==> src/rtl/ex_mem_pipe_reg.sv <==
// EX/MEM pipeline register: captures execute-stage results and MEM/WB controls,
// with synchronous reset, flush (bubble) and stall (hold) for the hazard unit.
module ex_mem_pipe_reg #(
    parameter int unsigned DATA_W = 32,
    parameter int unsigned RD_W   = 3
) (
    input  logic              clk,
    input  logic              reset,
    input  logic              stall,
    input  logic              flush,
    input  logic              EX_regwrite,
    input  logic              EX_memtoreg,
    input  logic              EX_memread,
    input  logic              EX_memwrite,
    input  logic              EX_in2_mux,
    input  logic [DATA_W-1:0] EX_out,
    input  logic [DATA_W-1:0] EX_wdata,
    input  logic [RD_W-1:0]   EX_rd,
    output logic              MEM_regwrite,
    output logic              MEM_memtoreg,
    output logic              MEM_memread,
    output logic              MEM_memwrite,
    output logic              MEM_in2_mux,
    output logic [DATA_W-1:0] MEM_out,
    output logic [DATA_W-1:0] MEM_wdata,
    output logic [RD_W-1:0]   MEM_rd
);

    logic              regwrite_q, regwrite_d;
    logic              memtoreg_q, memtoreg_d;
    logic              memread_q,  memread_d;
    logic              memwrite_q, memwrite_d;
    logic              in2_mux_q,  in2_mux_d;
    logic [DATA_W-1:0] out_q,      out_d;
    logic [DATA_W-1:0] wdata_q,    wdata_d;
    logic [RD_W-1:0]   rd_q,       rd_d;

    // Flush beats stall so a bubble can be inserted while upstream is frozen.
    always_comb begin
        regwrite_d = regwrite_q;
        memtoreg_d = memtoreg_q;
        memread_d  = memread_q;
        memwrite_d = memwrite_q;
        in2_mux_d  = in2_mux_q;
        out_d      = out_q;
        wdata_d    = wdata_q;
        rd_d       = rd_q;
        if (flush) begin
            regwrite_d = 1'b0;
            memtoreg_d = 1'b0;
            memread_d  = 1'b0;
            memwrite_d = 1'b0;
            in2_mux_d  = 1'b0;
            out_d      = '0;
            wdata_d    = '0;
            rd_d       = '0;
        end else if (!stall) begin
            regwrite_d = EX_regwrite;
            memtoreg_d = EX_memtoreg;
            memread_d  = EX_memread;
            memwrite_d = EX_memwrite;
            in2_mux_d  = EX_in2_mux;
            out_d      = EX_out;
            wdata_d    = EX_wdata;
            rd_d       = EX_rd;
        end
    end

    always_ff @(posedge clk) begin
        if (reset) begin
            regwrite_q <= 1'b0;
            memtoreg_q <= 1'b0;
            memread_q  <= 1'b0;
            memwrite_q <= 1'b0;
            in2_mux_q  <= 1'b0;
            out_q      <= '0;
            wdata_q    <= '0;
            rd_q       <= '0;
        end else begin
            regwrite_q <= regwrite_d;
            memtoreg_q <= memtoreg_d;
            memread_q  <= memread_d;
            memwrite_q <= memwrite_d;
            in2_mux_q  <= in2_mux_d;
            out_q      <= out_d;
            wdata_q    <= wdata_d;
            rd_q       <= rd_d;
        end
    end

    assign MEM_regwrite = regwrite_q;
    assign MEM_memtoreg = memtoreg_q;
    assign MEM_memread  = memread_q;
    assign MEM_memwrite = memwrite_q;
    assign MEM_in2_mux  = in2_mux_q;
    assign MEM_out      = out_q;
    assign MEM_wdata    = wdata_q;
    assign MEM_rd       = rd_q;

endmodule

==> config.mk <==
export PLATFORM = sky130hd
export DESIGN_NAME = ex_mem_pipe_reg
export DESIGN_NICKNAME = d
export VERILOG_FILES = /design/src/rtl/ex_mem_pipe_reg.sv
export SDC_FILE = /design/constraint.sdc
export NUM_CORES = 1
export LEC_CHECK = 0
export ABC_AREA = 1
export BUFFER_PORTS_ARGS = -buffer_cell sky130_fd_sc_hd__buf_2
export CORE_MARGIN = 2
export CORE_UTILIZATION = 25
export CTS_CLUSTER_DIAMETER = 120
export DETAILED_ROUTE_END_ITERATION = 8
export GPL_TIMING_DRIVEN = 0
export SLEW_MARGIN = 25
export SYNTH_ARGS = -nofsm -noshare
export SYNTH_HDL_FRONTEND = slang
export SYNTH_SLANG_ARGS = --single-unit
==> constraint.sdc <==
create_clock -name clk -period 0.8 [get_ports clk]
set_input_delay 0.16 -clock clk [delete_from_list [all_inputs] [get_ports clk]]
set_output_delay 0.16 -clock clk [all_outputs]
set_load 0.03 [all_outputs]
**Word-level counts from Yosys, hierarchy flattened**

Cells that the tools add are included.

- Bits of input ports: 76
- Bits in registers: 72

- Reduce and logical (&&, ||, !) cells: 1

Operators with widths:

| operator | number |
|---|---|
| OR reduction 2 bit | 1 |

**Logic depth before layout (Yosys ltp)**

- Word-level depth: 1
- Gate-level depth with buffers: 5
- Depth with buffers taken out: 4

**Worst setup path after synthesis**

OpenSTA, ideal clock, no wires.

- Path kind: input port to flip-flop
- Start point: in stall
- End point: reg out_q[0], in the netlist MEM_out[0]
- Library setup time: 0.113 ns
- Required time: 0.687 ns
- Slack: -0.002 ns
- Data arrival time: 0.689 ns
- Cell stages on the path: 5
- Path buffers: 3
- Cell sequence: buf_4 -> buf_6 -> buf_6 -> nor2_1 -> nor2_1

RTL lines:

| what | line | RTL |
|---|---|---|
| start, declared | 9 | `input logic stall,` |
| end signal, assigned | 85 | `out_q <= out_d;` |
| end, declared | 34 | `logic [DATA_W-1:0] out_q, out_d;` |

**Worst setup path after layout**

- Start point: reg wdata_q[1], in the netlist MEM_wdata[1]
- End point: out MEM_wdata[1]

RTL lines:

| what | line | RTL |
|---|---|---|
| start, declared | 35 | `logic [DATA_W-1:0] wdata_q, wdata_d;` |
| start signal, assigned | 86 | `wdata_q <= wdata_d;` |
| end, declared | 25 | `output logic [DATA_W-1:0] MEM_wdata,` |

No word-level cell between the ends.

==> metrics.txt <==
run status finished, violations left; violated checks DRC, setup timing; cell area after synthesis roughly 3000 um2; CP Capture Type output port; Final TNS setup -10.95 ns; drt pass-1 iters 6; combinational power share 16.4%; Sw Ratio 26.0%; synth top area cells dfxtp_1 49%, nand2_1 18%, nor2_1 18%, inv_1 9.1%, buf_6 2.7%; Layout Nets 697; starting density of the core 25.8%; drt wl/cell 10.4 um; P_leak between 2 and 2.5 nW; GRT overflow 0; Cells after Synth around 460; switching power total 0.00238 W; via count 2972; Num CTS Buffers 9; Area growth syn-to-layout 60.5%; Hold-fix buffers, CTS 0; I/O Pins 148; Tot GR Track Use 12.9%; CTS max path bufs 2; Rel. slew slack 87.0%; final wirelength 7.98 mm; Synth Net Count 532; CTS Root Cell clkbuf_16; yosys warns 0; first-pass GRT wire length 12.8 mm; clk_lat worst skew ~0.33 ns; Clock power frac 41.2%; Synth Area per Inst between 6 and 7 um2; Final min period ~0.97 ns; PortBufs 146; Core Footprint 11500 um2; final clock skew 0 ns; Arrival @ worst endpoint 0.81 ns; Synth top area share approximately 49%; post-route setup slack -0.166 ns; Least-Margin Pin Slew 0.195 ns; DIE AREA about 13000 um2; fin. max-slew vios 0; Fmax achieved about 1000 MHz; initial antenna violation count 0; Util after Layout 41.4%; worst vdd ir approximately 900 uV; Setup-failing EPs final 72; Hold Vio Cnt, Final 0; Final period util 121%; Cell Chain, Critical Path buf_6; Std-Cell Rows 39; Clock transition at path regs 0.05 ns; Critical Path Fanout Max 2; number of H-tree levels 3; CP Launch Type flip-flop; Netlist cell types 8; Critical Path Slowest Stage Cell dfxtp_2; design area between 4000 and 5000 um2; placed standard-cell area slightly below 4000 um2; ANT nets after route 0; CP Data Required Time 0.64 ns; power consumption 0.00915 W; Initial DRC Count 142; Final GP Congestion 0.746; WS Path Type reg -> out; Vias/cell 3.87; design internal power 0.00677 W; RSZ-0062 raised after global routing true; CP max stage delay roughly 0.34 ns; Die H 113 um; dpl hpwl 5.48 mm; sequential share of the synthesized area 48.5%; pin count of the biggest net entering global routing 11; most frequent cells in the layout 144 x nor2_1, 144 x nand2_1, 87 x buf_2; FF+latch count, synth ~70; Top Family by Delay on Critical Path flip-flops; overall die width 113 um; Synth area leader dfxtp_1; worst hold path class in -> reg; Max Cap Violations 0; layout cells sized above 1 between 40% and 50%; clk sinks 72; DRC 9; # diodes 0; CTS tree done; vias in the first global route between 2000 and 3000; worst path bufs/invs 1; pwr dens 1920 nW/um2; sequential power share 42.4%
-- stage by stage --
stage	worst slack (ns)	hold WS (ns)	instances
5_1_grt	-0.201	0.0386	767
6_report	-0.166	0.0384	767
3_3_place_gp	-0.295	0.377	745
3_5_place_dp	-0.321	0.382	745
4_1_cts	-0.182	0.0236	761
2_1_floorplan	0.0138	0.289	456
-- path summary, 6_finish.rpt --
path	slack [ns]	cells past startpoint	end	startpoint
worst max register to register	0.07	5	MEM_wdata[10]$_SDFFE_PP0N_	MEM_wdata[10]$_SDFFE_PP0N_
worst min register to register	0.51	4	MEM_out[9]$_SDFFE_PP0N_	MEM_out[9]$_SDFFE_PP0N_
worst min-delay path	0.04	3	MEM_out[31]$_SDFFE_PP0N_	EX_out[31]
worst max-delay path	-0.17	1	MEM_wdata[1]	MEM_wdata[1]$_SDFFE_PP0N_
-- flip-flops by register name, summed over array words and instances, names as in the netlist --
name / cells
MEM_memtoreg: 1
MEM_regwrite: 1
MEM_out: 32
MEM_memread: 1
MEM_in2_mux: 1
MEM_wdata: 32
MEM_memwrite: 1
MEM_rd: 3
-- layout make-up --
class | instances | area [um2]
Buffer | 23 | 166
Clock buffer | 14 | 274
Fill cell | 1227 | 6750
Inverter | 72 | 270
Multi-Input combinational cell | 289 | 1090
Sequential cell | 72 | 1530
Tap cell | 143 | 179
Timing Repair Buffer | 154 | 1250
-- power groups by stage --
stage,logic (W),registers [W],clock network [W]
after global routing,0.00166,0.00390,0.00406
after global placement,0.00130,0.00389,0
after floorplan,0.000523,0.00420,0
final,0.00150,0.00388,0.00377
after detailed placement,0.00130,0.00389,0
after CTS,0.00149,0.00388,0.00389
-- timing repair --
action                                  CTS  global route
gates cloned                              0             0
gates resized for setup                 216             0
hold endpoints to repair                  0             0
buffers inserted                          2             6
pin swaps                                 0             1
endpoints found under the setup margin   72            98
-- logic make-up after synthesis --
kind of cell | Yosys count | share of synthesized area, %
and+or+nand+nor | 289 | 36.8
buffers and inverters | 95 | 14.7
DFF | 72 | 48.5
-- worst min-delay path: stages --
cell,delay (ns)
buf_2,0.07
nor2_1,0.03
nor2_1,0.08
-- synthesized netlist by cell type --
cell type  number
buf_4           3
nor2_1        144
inv_1          72
buf_2          13
nand2_1       144
dfxtp_1        72
nor2_4          1
buf_6           7
-- layer usage --
metal	GRT usage, %	vias up	share of wire (%)
li1	-	1614	-
met1	14.9	1250	45
met2	20.3	89	45
met3	6.21	19	8.7
met4	5.28	0	2.1
met5	0	-	0
Power figures use the tool's default switching activity.
